## src/rtl/cpu_pkg.sv

```systemverilog
// Shared definitions for the interrupt controller: FSM state encoding,
// default sizing and the NMI vector constant.
package cpu_pkg;

   localparam int N_SRC_DEFAULT = 8;
   localparam int VEC_W_DEFAULT = 3;

   // Processor handshake FSM: IDLE waits for work, REQ drives INT or NMI,
   // ACK waits for the processor to drop INA.
   typedef enum logic [1:0] {
      IDLE = 2'd0,
      REQ  = 2'd1,
      ACK  = 2'd2
   } state_t;

   // The NMI vector is the vector MSB alone; the low bits are left zero.
   function automatic logic [31:0] nmi_vec(input int vec_w);
      return 32'd1 << vec_w;
   endfunction

endpackage

```

## src/rtl/interrupt_controller_if.sv

```systemverilog
// Signal bundle between the interrupt controller and its environment:
// device requests, mask register write port, processor handshake and
// debug visibility of the FSM state and pending flags.
//
// Handshake: the controller raises INT (or NMI) with int_vec stable while in
// REQ; the processor answers with a level INA=1 held until INT/NMI drop,
// then lowers INA; only after INA is seen low can a new request be raised.
interface interrupt_controller_if
   import cpu_pkg::*;
#(
   parameter int N_SRC = N_SRC_DEFAULT,
   parameter int VEC_W = VEC_W_DEFAULT
);
   logic [N_SRC-1:0] irq;
   logic             nmi_src;
   logic             mask_we;
   logic [N_SRC:0]   mask_wdata;
   logic             INA;
   logic             INT;
   logic             NMI;
   logic             INTD;
   logic [VEC_W:0]   int_vec;
   state_t           fsm_state;
   logic [N_SRC-1:0] pending;
   logic             nmi_pend;

   // Environment side: devices, software register writes and the processor.
   modport master (
      output irq, nmi_src, mask_we, mask_wdata, INA,
      input  INT, NMI, INTD, int_vec, fsm_state, pending, nmi_pend
   );

   // Controller side.
   modport slave (
      input  irq, nmi_src, mask_we, mask_wdata, INA,
      output INT, NMI, INTD, int_vec, fsm_state, pending, nmi_pend
   );
endinterface

```

## src/rtl/prio_enc.sv

```systemverilog
// Fixed-priority encoder: reports whether any request is set and the index
// of the lowest set request.
module prio_enc #(
   parameter int N_SRC = 8,
   parameter int VEC_W = 3
) (
   input  logic [N_SRC-1:0] req,
   output logic             valid,
   output logic [VEC_W-1:0] idx
);

   // Scan from the top down so the lowest set index is the last to land.
   always_comb begin
      valid = 1'b0;
      idx   = '0;
      for (int i = N_SRC - 1; i >= 0; i--) begin
         if (req[i]) begin
            valid = 1'b1;
            idx   = VEC_W'(i);
         end
      end
   end

endmodule

```

## src/rtl/interrupt_controller.sv

```systemverilog
// Interrupt controller: edge-detects device and NMI requests into pending
// flags, arbitrates NMI first then lowest unmasked index, and runs a
// three-state handshake with the processor over INT/NMI/INA.
module interrupt_controller
   import cpu_pkg::*;
#(
   parameter int N_SRC = N_SRC_DEFAULT,
   parameter int VEC_W = VEC_W_DEFAULT
) (
   input logic                  clk,
   input logic                  rst_n,
   interrupt_controller_if.slave bus
);

   localparam logic [VEC_W:0] NMI_VEC = (VEC_W + 1)'(nmi_vec(VEC_W));

   logic [N_SRC-1:0] irq_s;
   logic [N_SRC-1:0] irq_q;
   logic [N_SRC-1:0] irq_edge;
   logic             nmi_s;
   logic             nmi_q;
   logic             nmi_edge;

   logic [N_SRC-1:0] pending;
   logic [N_SRC-1:0] pending_d;
   logic [N_SRC-1:0] clr_vec;
   logic             nmi_pend;
   logic             nmi_pend_d;

   logic [N_SRC:0]   mask_reg;
   logic             intd;

   state_t           state;
   state_t           state_d;
   logic [VEC_W:0]   int_vec_r;
   logic [VEC_W:0]   int_vec_d;
   logic             grant_nmi;
   logic             grant_nmi_d;
   logic             ack_take;
   logic             int_o;
   logic             nmi_o;

   logic             enc_valid;
   logic [VEC_W-1:0] enc_idx;

   assign intd = mask_reg[N_SRC];

   // Sample the requests, then keep the previous sample; an edge is the
   // sampled copy high while the older copy is still low.
   always_ff @(posedge clk or negedge rst_n) begin
      if (!rst_n) begin
         irq_s <= '0;
         irq_q <= '0;
         nmi_s <= 1'b0;
         nmi_q <= 1'b0;
      end else begin
         irq_s <= bus.irq;
         irq_q <= irq_s;
         nmi_s <= bus.nmi_src;
         nmi_q <= nmi_s;
      end
   end

   assign irq_edge = irq_s & ~irq_q;
   assign nmi_edge = nmi_s & ~nmi_q;

   // Mask/disable register; comes out of reset fully masked and disabled.
   always_ff @(posedge clk or negedge rst_n) begin
      if (!rst_n) begin
         mask_reg <= '1;
      end else if (bus.mask_we) begin
         mask_reg <= bus.mask_wdata;
      end
   end

   // Arbitration among pending sources that are not masked.
   prio_enc #(
      .N_SRC (N_SRC),
      .VEC_W (VEC_W)
   ) u_prio_enc (
      .req   (pending & ~mask_reg[N_SRC-1:0]),
      .valid (enc_valid),
      .idx   (enc_idx)
   );

   // Handshake next state, grant latching and processor-facing outputs.
   always_comb begin
      state_d     = state;
      int_vec_d   = int_vec_r;
      grant_nmi_d = grant_nmi;
      ack_take    = 1'b0;
      int_o       = 1'b0;
      nmi_o       = 1'b0;
      case (state)
         IDLE: begin
            if (nmi_pend) begin
               state_d     = REQ;
               grant_nmi_d = 1'b1;
               int_vec_d   = NMI_VEC;
            end else if (!intd && enc_valid) begin
               state_d     = REQ;
               grant_nmi_d = 1'b0;
               int_vec_d   = {1'b0, enc_idx};
            end
         end
         REQ: begin
            nmi_o = grant_nmi;
            int_o = !grant_nmi;
            if (bus.INA) begin
               state_d  = ACK;
               ack_take = 1'b1;
            end
         end
         ACK: begin
            if (!bus.INA) begin
               state_d = IDLE;
            end
         end
         default: begin
            state_d = IDLE;
         end
      endcase
   end

   // Pending update: the acknowledged source clears, a fresh edge on the
   // same bit in the same cycle still sets it so the event is not lost.
   always_comb begin
      clr_vec = '0;
      if (ack_take && !grant_nmi) begin
         clr_vec[int_vec_r[VEC_W-1:0]] = 1'b1;
      end
      pending_d  = (pending & ~clr_vec) | irq_edge;
      nmi_pend_d = (nmi_pend & ~(ack_take & grant_nmi)) | nmi_edge;
   end

   // FSM state, latched grant and pending flags.
   always_ff @(posedge clk or negedge rst_n) begin
      if (!rst_n) begin
         state     <= IDLE;
         int_vec_r <= '0;
         grant_nmi <= 1'b0;
         pending   <= '0;
         nmi_pend  <= 1'b0;
      end else begin
         state     <= state_d;
         int_vec_r <= int_vec_d;
         grant_nmi <= grant_nmi_d;
         pending   <= pending_d;
         nmi_pend  <= nmi_pend_d;
      end
   end

   assign bus.INT       = int_o;
   assign bus.NMI       = nmi_o;
   assign bus.INTD      = intd;
   assign bus.int_vec   = int_vec_r;
   assign bus.fsm_state = state;
   assign bus.pending   = pending;
   assign bus.nmi_pend  = nmi_pend;

endmodule
```

## src/flat_wrapper.sv

```systemverilog
// flat-port wrapper written by rule: the top's interface ports become plain ports
module interrupt_controller_flat import cpu_pkg::*;
#(
   parameter int N_SRC = N_SRC_DEFAULT,
   parameter int VEC_W = VEC_W_DEFAULT
)
  (clk, rst_n, bus_irq, bus_nmi_src, bus_mask_we, bus_mask_wdata, bus_INA, bus_INT, bus_NMI, bus_INTD, bus_int_vec, bus_fsm_state, bus_pending, bus_nmi_pend);
  interrupt_controller_if #(.N_SRC(N_SRC), .VEC_W(VEC_W)) bus_i ();
  input logic clk;
  input logic rst_n;
  input wire logic [$bits(bus_i.irq)-1:0] bus_irq;
  input wire logic [$bits(bus_i.nmi_src)-1:0] bus_nmi_src;
  input wire logic [$bits(bus_i.mask_we)-1:0] bus_mask_we;
  input wire logic [$bits(bus_i.mask_wdata)-1:0] bus_mask_wdata;
  input wire logic [$bits(bus_i.INA)-1:0] bus_INA;
  output wire logic [$bits(bus_i.INT)-1:0] bus_INT;
  output wire logic [$bits(bus_i.NMI)-1:0] bus_NMI;
  output wire logic [$bits(bus_i.INTD)-1:0] bus_INTD;
  output wire logic [$bits(bus_i.int_vec)-1:0] bus_int_vec;
  output wire logic [$bits(bus_i.fsm_state)-1:0] bus_fsm_state;
  output wire logic [$bits(bus_i.pending)-1:0] bus_pending;
  output wire logic [$bits(bus_i.nmi_pend)-1:0] bus_nmi_pend;
  assign bus_i.irq = bus_irq;
  assign bus_i.nmi_src = bus_nmi_src;
  assign bus_i.mask_we = bus_mask_we;
  assign bus_i.mask_wdata = bus_mask_wdata;
  assign bus_i.INA = bus_INA;
  assign bus_INT = bus_i.INT;
  assign bus_NMI = bus_i.NMI;
  assign bus_INTD = bus_i.INTD;
  assign bus_int_vec = bus_i.int_vec;
  assign bus_fsm_state = bus_i.fsm_state;
  assign bus_pending = bus_i.pending;
  assign bus_nmi_pend = bus_i.nmi_pend;
  interrupt_controller #(.N_SRC(N_SRC), .VEC_W(VEC_W)) u_core (.clk(clk), .rst_n(rst_n), .bus(bus_i));
endmodule
```

## config.mk

```make
export PLATFORM = sky130hd
export DESIGN_NAME = interrupt_controller_flat
export DESIGN_NICKNAME = d
export VERILOG_FILES = /design/src/rtl/cpu_pkg.sv /design/src/rtl/interrupt_controller_if.sv /design/src/rtl/prio_enc.sv /design/src/rtl/interrupt_controller.sv /design/src/flat_wrapper.sv
export SDC_FILE = /design/constraint.sdc
export NUM_CORES = 1
export LEC_CHECK = 0
export ABC_AREA = 1
export CORE_MARGIN = 8
export CORE_UTILIZATION = 48
export DETAILED_ROUTE_END_ITERATION = 10
export PLACE_DENSITY = 0.78
export SLEW_MARGIN = 20
export SYNTH_ARGS = -nofsm -noshare
export SYNTH_HDL_FRONTEND = slang
export SYNTH_SLANG_ARGS = --single-unit
```

## constraint.sdc

```tcl
create_clock -name clk -period 1.8 [get_ports clk]
set_clock_uncertainty 0.05 [all_clocks]
set_input_delay 0.54 -clock clk [delete_from_list [all_inputs] [get_ports clk]]
set_output_delay 0.54 -clock clk [all_outputs]
set_load 0.02 [all_outputs]
```

== Yosys cells after proc, flatten, opt, wreduce, memory -nomap -nowiden ==
Cells that the tools add are included.

* Bitwise gates (word level): 13
* Reductions and logical operators: 9
* Equality and inequality tests: 5
* $lt $le $gt $ge: 2
* Muxes and demuxes: 32

{| class="wikitable"
|+ Operators by type and width
! operator !! number
|-
| $and 8x8->8 || 3
|-
| $mux 3 || 8
|-
| $not 8->8 || 3
|-
| $mux 1 || 15
|-
| $mux 2 || 4
|-
| $mux 4 || 2
|-
| $mux 8 || 1
|-
| $or 8x8->8 || 1
|-
| $pmux 2 s3 || 1
|-
| $lt 3x4->1 const B || 1
|-
| $ne 2x2->1 const B || 2
|-
| $and 1x1->1 || 3
|-
| $demux 1 s3 || 1
|-
| $ge 3x1->1 const B || 1
|-
| $logic_and 1x1->1 || 3
|-
| $ne 3x1->1 const B || 1
|-
| $reduce_and 3->1 || 1
|-
| $eq 2x1->1 const B || 1
|-
| $eq 2x2->1 const B || 1
|-
| $logic_not 1->1 || 2
|-
| $logic_not 2->1 || 1
|-
| $not 1->1 || 2
|-
| $reduce_and 2->1 || 1
|-
| $reduce_bool 2->1 || 1
|-
| $or 1x1->1 || 1
|}

* Output and inout port bits: 18
* Word-level logic and storage cells: 71
* Register bits after elaboration: 43

== Depth between registers and ports, before layout ==
Gate-level depths: netlist of the first run.

* Depth after elaboration: 14
* Gate-level depth with buffers: 10
* Mapped depth without buffers: 10

== Cells and area by module ==
A second synthesis of the first run with hierarchy kept.

* Cell total of the unflattened synthesis: 178
* Area, all modules: 1680.4 um^2

{| class="wikitable"
|+ Modules (own cells, without submodules)
! module !! area each (um^2) !! sequential area each (um^2) !! cells each !! times used
|-
| interrupt_controller || 1581.5 || 1062.3 || 156 || 1
|-
| prio_enc || 98.8 || 0.0 || 22 || 1
|}

== Worst setup path after synthesis of the first run ==
Ideal clock, no wire load.

* Kind: reg2out
* Start: register u_core.state[0], in the netlist u_core.bus.fsm_state[0]
* End: output bus_INT
* Path slack: 0.226 ns
* Stages on the path, launching flop included: 5
* Data arrival time: 0.984 ns
* Buffers on the path: 0
* Required time: 1.210 ns
* Cell sequence: dfrtp_1 -> inv_1 -> nor2_1 -> inv_1 -> nor2_1

* Word-level cells in the longest chain between the ends: 2

{| class="wikitable"
|+ RTL lines
! what !! line !! RTL
|-
| start: declaration || interrupt_controller.sv:33 || <nowiki>state_t state;</nowiki>
|-
| start signal: assignment || interrupt_controller.sv:145 || <nowiki>state <= state_d;</nowiki>
|-
| $eq 2x1->1 || interrupt_controller.sv:94 || <nowiki>case (state)</nowiki>
|-
| $mux 1 || interrupt_controller.sv:94 ||
|-
| end: declaration || flat_wrapper.sv:16 || <nowiki>output wire logic [$bits(bus_i.INT)-1:0] bus_INT;</nowiki>
|}

No other way between the ends.

== Final worst setup path of the first run ==
Same ends and word-level chain as after synthesis.

==> flow_metrics.py, run 1 <==
metrics = {
    "clock_network": {
        "h-tree-depth": 2,
        "root_buffer": "clkbuf_4",
        "cts_tree": "yes",
        "clk_pin_slew_ns": 0.12,
        "clk_latency_ns": 0.35,
        "clk_path_buf_depth": 2,
        "cts_buffers": 5,
        "cts_sinks": 42,
    },
    "synth": {
        "async_flop_share": 1.00,
        "yosys.area_share.simple": 0.148,
        "synth_top_area_share": 0.519,
        "synth_top_area_cell": "dfrtp_1",
        "synth_top_family_by_area": "simple AND/OR/NAND/NOR gates",
        "synthMuxAreaShare": 0.00708,
        "synth-edff-count": 0,
        "syn_inst": 162,
        "yosys.area_share.adder": 0,
        "syn-cell-area_mm2": 0.00159,
        "synth-main-ff-cell": "dfrtp_1",
        "yosys-top-cells-count": "nand2_1, dfrtp_1, inv_1",
        "ys_types": 17,
        "synth_compound_area_frac": 0.0991,
        "yosys.area_share.xor_xnor": 0,
        "syn_nets": 184,
        "synth_seq_cells": 42,
        "yosysSeqAreaShare": 0.668,
        "ys_top_cells_by_area": "dfrtp_1, dfstp_2, nand2_1, o21ai_0, inv_1",
        "yosysMostFrequentCell": "nand2_1",
        "synth.avg_cell_area_um2": 9.82,
        "ys.warnings.count": 0,
    },
    "setup_path": {
        "worstSetupEndpointType": "output pin",
        "rr_endpoint": "u_core.bus.pending[2]",
        "start_kind": "flip-flop",
        "critPathRequiredTime_ns": 1.21,
        "worstRegToRegCells": 8,
        "critPathKind": "reg -> out",
        "rrSetupSlack_ns": 0.28,
        "reg2reg_from": "u_core.bus.fsm_state[0]",
        "cp_max_fo": 3,
        "cp_data_arrival_time_ns": 1.21,
    },
    "die": {
        "dieArea_mm2": 0.00541,
        "die_h_um": 73.6,
        "fp.dieW_um": 73.6,
        "coreArea_mm2": 0.00326,
        "num_rows": 21,
        "floorplan.initialDensity": 0.488,
        "io_pins": 40,
    },
    "power_and_ir_drop": {
        "irDropWorstVdd_uv": 643,
        "power_density_mw_per_mm2": 1170,
        "power_leakage_nw": 1.01,
    },
    "global_route": {
        "grt_pass1_wl_um": 5620,
        "grt_max_degree": 29,
        "antenna_found_initial": 0,
        "grt_use_total": 0.137,
        "grt_pass1_vias": 1223,
        "gr-total-overflow": 0,
    },
    "sta": {
        "min_period_ns": 1.80,
        "tightest_slew_ns": 0.603,
        "holdWs_ns": 0.134,
        "period_share": 0.999,
        "relSlewSlack": 0.598,
        "fmaxAchievable_mhz": 556,
        "slew_violations": 0,
        "hold_viol_final": 0,
        "setup_viol": 0,
        "rsz0062_at_grt": "yes",
    },
    "status": {
        "outcome": "completed",
    },
    "worst_hold_path": {
        "hold_path.class": "in -> async",
    },
    "detailed_routing": {
        "drt_pre_antenna_iters": 4,
        "wirelength_um": 3400,
        "vias_per_cell": 4.76,
        "drtIter0Drc": 52,
        "via_count": 1234,
        "post-route-drc-count": 0,
        "routedWlPerCell_um": 13.1,
        "final_antenna_net_count": 0,
    },
    "finish": {
        "area_delta_synth_final_pct": 33.8,
        "insertedDiodeCount": 0,
        "final_cell_count_no_fill": 259,
        "fin_nets": 235,
        "largest_reg_flops": 9,
        "stdcell_area_mm2": 0.00213,
        "layout-drive-gt1-share": 0.174,
    },
    "placed_design": {
        "gp_congestion": 0.858,
        "place_area_mm2": 0.00206,
        "hpwlAfterDp_um": 2560,
        "port_buffers": 39,
        "dp_cells": 251,
    },
    "flow_run": {
        "cap_violations": 0,
    },
}
kinds of logic (layout without fill, tap and decap cells):
logic type | after synthesis | in the layout
flip-flops | 42 | 42
AO/OA/AOI/OAI | 31 | 31
buffers and inverters | 30 | 81
AND/OR/NAND/NOR | 58 | 58
multiplexers | 1 | 1
how the worst max path moves through the flow:
stage	cells past startpoint	to	startpoint
floorplan	4	bus_INT	u_core.bus.fsm_state[0]
global placement	4	bus_NMI	u_core.bus.fsm_state[1]
detailed placement	5	bus_NMI	u_core.bus.fsm_state[0]
CTS	4	bus_NMI	u_core.bus.fsm_state[1]
global route	5	bus_INT	u_core.bus.fsm_state[0]
finish	5	bus_INT	u_core.bus.fsm_state[0]
per-layer routing:
| metal | share of wire | global-route usage |
|---|---|---|
| met1 | 0.42 | 0.154 |
| met4 | 0.018 | 0.0576 |
| met3 | 0.083 | 0.0573 |
| met2 | 0.48 | 0.220 |
| met5 | 0 | 0 |
cell usage in the layout (no fill, tap or decap), types with 2 or more instances in the layout:
master / n
or2_1: 2
inv_1: 25
inv_2: 2
o21ai_1: 3
o21ai_0: 26
dlygate4sd2_1: 11
nand2_1: 41
nand3_1: 5
dfstp_2: 9
dfrtp_1: 33
buf_2: 2
clkdlybuf4s50_1: 20
clkbuf_2: 3
nor2_1: 6
clkbuf_4: 5
buf_4: 9
through the flow:
stage	utilization	setup WS, ns	setup TNS, ns	power (mW)
after floorplan	-	0.226	0	1.55
after global placement	0.633	-0.0458	-0.0891	1.87
after detailed placement	0.633	-0.128	-0.396	1.89
after CTS	0.652	-0.0341	-0.0408	2.46
after global routing	0.653	-0.0505	-0.0848	2.63
final	0.653	0.00254	0	2.49
worst max-delay path: stages (launching register included):
cell     delay (ns)
dfrtp_1        0.38
inv_2          0.06
nor2_4         0.12
inv_2          0.05
nor2_1         0.10
buf_4          0.15
where the power goes:
| group | internal (mW) | total [mW] | switching (mW) |
|---|---|---|---|
| sequential | 1.06 | 1.15 | 0.0826 |
| combinational | 0.308 | 0.733 | 0.425 |
| clock | 0.323 | 0.607 | 0.283 |
| total | 1.69 | 2.49 | 0.791 |
layout make-up:
| cell class | instances | area [µm²] |
|---|---|---|
| clock inverter | 1 | 30.0 |
| tap | 46 | 57.6 |
| timing repair buffer | 47 | 410 |
| inverter | 27 | 101 |
| multi-input combinational | 90 | 414 |
| sequential | 42 | 1060 |
| clock buffer | 6 | 51.3 |
| fill | 280 | 1130 |
timing repair:
item	CTS	global route
hold buffers	0	0
pin swaps	0	2
setup endpoints to repair	18	7
setup buffers	0	1
endpoints found under the hold margin	0	0
gates resized for setup	31	11
Power figures use the tool's default switching activity.
==> run 2, diff against run 1 <==
--- a/config.mk
+++ b/config.mk
@@ -6,10 +6,13 @@
 export NUM_CORES = 1
 export LEC_CHECK = 0
 export ABC_AREA = 1
+export CAP_MARGIN = 20
 export CORE_MARGIN = 8
 export CORE_UTILIZATION = 48
 export DETAILED_ROUTE_END_ITERATION = 10
+export MAX_ROUTING_LAYER = met4
 export PLACE_DENSITY = 0.78
+export REMOVE_ABC_BUFFERS = 1
 export SLEW_MARGIN = 20
 export SYNTH_ARGS = -nofsm -noshare
 export SYNTH_HDL_FRONTEND = slang
==> run 2 against run 1 <==
First-iteration DRC count grew 12%. Flip-flop and latch count unchanged. Register-to-register slack got worse by 0.03 ns. Global-route usage up 0.62 points. Non-clock buffer count is 1 lower. Utilization shrank 0.15 points. Critical path depth did not move. Worst hold slack got worse by 0.049 ns. Sequential power about the same. Clock power shrank 2%. Critical path type unchanged. Largest power group unchanged.
==> flow_metrics.py, run 2 (same netlist as run 1, synthesis figures left out) <==
metrics = {
    "setup_path": {
        "critPathKind": "reg -> out",
        "worstSetupEndpointType": "output pin",
        "critPathRequiredTime_ns": 1.21,
        "cp_cell_sequence": "inv_2 > nor2_4 > inv_2 > nor2_1 > buf_4",
        "start_kind": "flip-flop",
        "cp_max_fo": 3,
        "critPathMaxStageDelay_ns": 0.38,
        "cp_data_arrival_time_ns": 1.19,
        "cpMostUsedCell": "inv_2",
        "slowest_stage": "dfrtp_1",
    },
    "flow_run": {
        "cap_violations": 0,
    },
    "die": {
        "coreArea_mm2": 0.00326,
        "die_h_um": 73.6,
        "dieArea_mm2": 0.00541,
        "num_rows": 21,
        "fp.dieW_um": 73.6,
        "floorplan.initialDensity": 0.488,
        "io_pins": 40,
    },
    "status": {
        "outcome": "completed",
    },
    "clock_network": {
        "ctsHoldBuffers": 0,
        "cts_tree": "yes",
        "clk_path_buf_depth": 2,
        "cts_buffers": 5,
        "cts_sinks": 42,
        "clk_pin_slew_ns": 0.13,
        "h-tree-depth": 2,
        "root_buffer": "clkbuf_4",
        "clk_latency_ns": 0.35,
    },
    "global_route": {
        "grt_use_total": 0.143,
        "gr-total-overflow": 0,
        "grt_max_degree": 24,
        "use_met3": 0.0546,
        "grt_pass1_vias": 1255,
        "gr-max-usage-layer": "met2",
        "antenna_found_initial": 0,
        "grt_pass1_wl_um": 5680,
        "met2_usage": 0.234,
        "gr-usage-met1": 0.153,
    },
    "power_and_ir_drop": {
        "p_sw_mw": 0.802,
        "p_int_mw": 1.64,
        "seq_power_share": 0.469,
        "p_total_mw": 2.44,
        "swShare": 0.328,
        "p_clk_frac": 0.243,
        "power_density_mw_per_mm2": 1150,
        "p_comb_frac": 0.288,
        "power_leakage_nw": 1.00,
        "irDropWorstVdd_uv": 679,
    },
    "placed_design": {
        "dp_cells": 251,
        "gp_congestion": 0.873,
        "port_buffers": 39,
        "hpwlAfterDp_um": 2680,
    },
    "finish": {
        "insertedDiodeCount": 0,
        "final_cell_mix": "nand2_1, dfrtp_1, o21ai_0",
        "mostFrequentLayoutCell": "nand2_1",
        "final_cell_count_no_fill": 259,
        "fin_nets": 234,
        "layout-drive-gt1-share": 0.160,
        "area_delta_synth_final_pct": 33.4,
        "largest_reg_flops": 9,
    },
    "detailed_routing": {
        "wirelength_um": 3460,
        "drtIter0Drc": 58,
        "vias_per_cell": 4.80,
        "via_count": 1244,
        "final_antenna_net_count": 0,
        "post-route-drc-count": 0,
        "drt_pre_antenna_iters": 4,
        "routedWlPerCell_um": 13.4,
    },
    "sta": {
        "rsz0062_at_grt": "yes",
        "hold_viol_final": 0,
        "period_share": 0.990,
        "holdWs_ns": 0.0854,
        "fmaxAchievable_mhz": 561,
        "min_period_ns": 1.78,
        "tightest_slew_ns": 0.510,
        "relSlewSlack": 0.660,
        "slew_violations": 0,
        "setup_viol": 0,
    },
    "worst_hold_path": {
        "hold_path.class": "in -> async",
    },
}
==> run 2: through the flow <==
step           setup TNS, ns  cell area (µm²)  setup slack [ns]  utilization
4_1_cts             -0.00279             2120          -0.00279        0.652
5_1_grt               -0.103             2120           -0.0520        0.651
2_1_floorplan              0             1570             0.226            -
3_3_place_gp         -0.0846             2060           -0.0429        0.633
6_report                   0             2120            0.0183        0.651
3_5_place_dp          -0.528             2060           -0.0875        0.633
==> run 2: critical path, delay by kind of cell (launching register included) <==
| kind | cells | cell delay (ns) |
|---|---|---|
| and+or+nand+nor | 2 | 0.20 |
| buffers and inverters | 3 | 0.26 |
| DFF | 1 | 0.38 |
==> run 2: area by class of cell <==
class                   instances  area [µm²]
clock buffers                   6        41.3
clock inverters                 2        37.5
fillers                       284        1140
inverters                      27         101
multi-input cells              90         412
flip-flops and latches         42        1060
well taps                      46        57.6
repair buffers                 46         410
==> run 2: timing repair <==
item	CTS	global route
pin swaps	0	1
endpoints found under the hold margin	0	0
buffers inserted	0	0
resized for setup	30	8
gates cloned	0	0
setup endpoints to repair	18	6
==> run 2: worst paths after layout <==
kind                                               from                      end  slack [ns]  cells after the start
worst max-delay path            u_core.bus.fsm_state[0]                  bus_NMI        0.02                      5
worst min-delay path                              rst_n  u_core.bus.fsm_state[1]        0.09                      1
worst max register to register       u_core.mask_reg[6]    u_core.bus.int_vec[2]        0.25                      9
worst min register to register             u_core.nmi_s             u_core.nmi_q        0.34                      0
max in group asynchronous                         rst_n          u_core.irq_s[7]        1.03                      2
min in group clk                           u_core.nmi_s             u_core.nmi_q        0.34                      0
==> run 2: per-layer routing <==
layer | wire [µm] | share of wire | up-vias
li1 | - | - | 601
met1 | 1420 | 0.41 | 600
met2 | 1730 | 0.50 | 36
met3 | 237 | 0.069 | 7
met4 | 64 | 0.019 | 0
met5 | 0 | 0 | -
==> run 2: power by group through the flow <==
stage | logic [mW] | registers (mW) | clock network [mW]
after detailed placement | 0.746 | 1.16 | 0
after CTS | 0.702 | 1.14 | 0.601
after global routing | 0.775 | 1.16 | 0.646
after global placement | 0.724 | 1.15 | 0
after floorplan | 0.273 | 1.23 | 0
final | 0.704 | 1.15 | 0.594
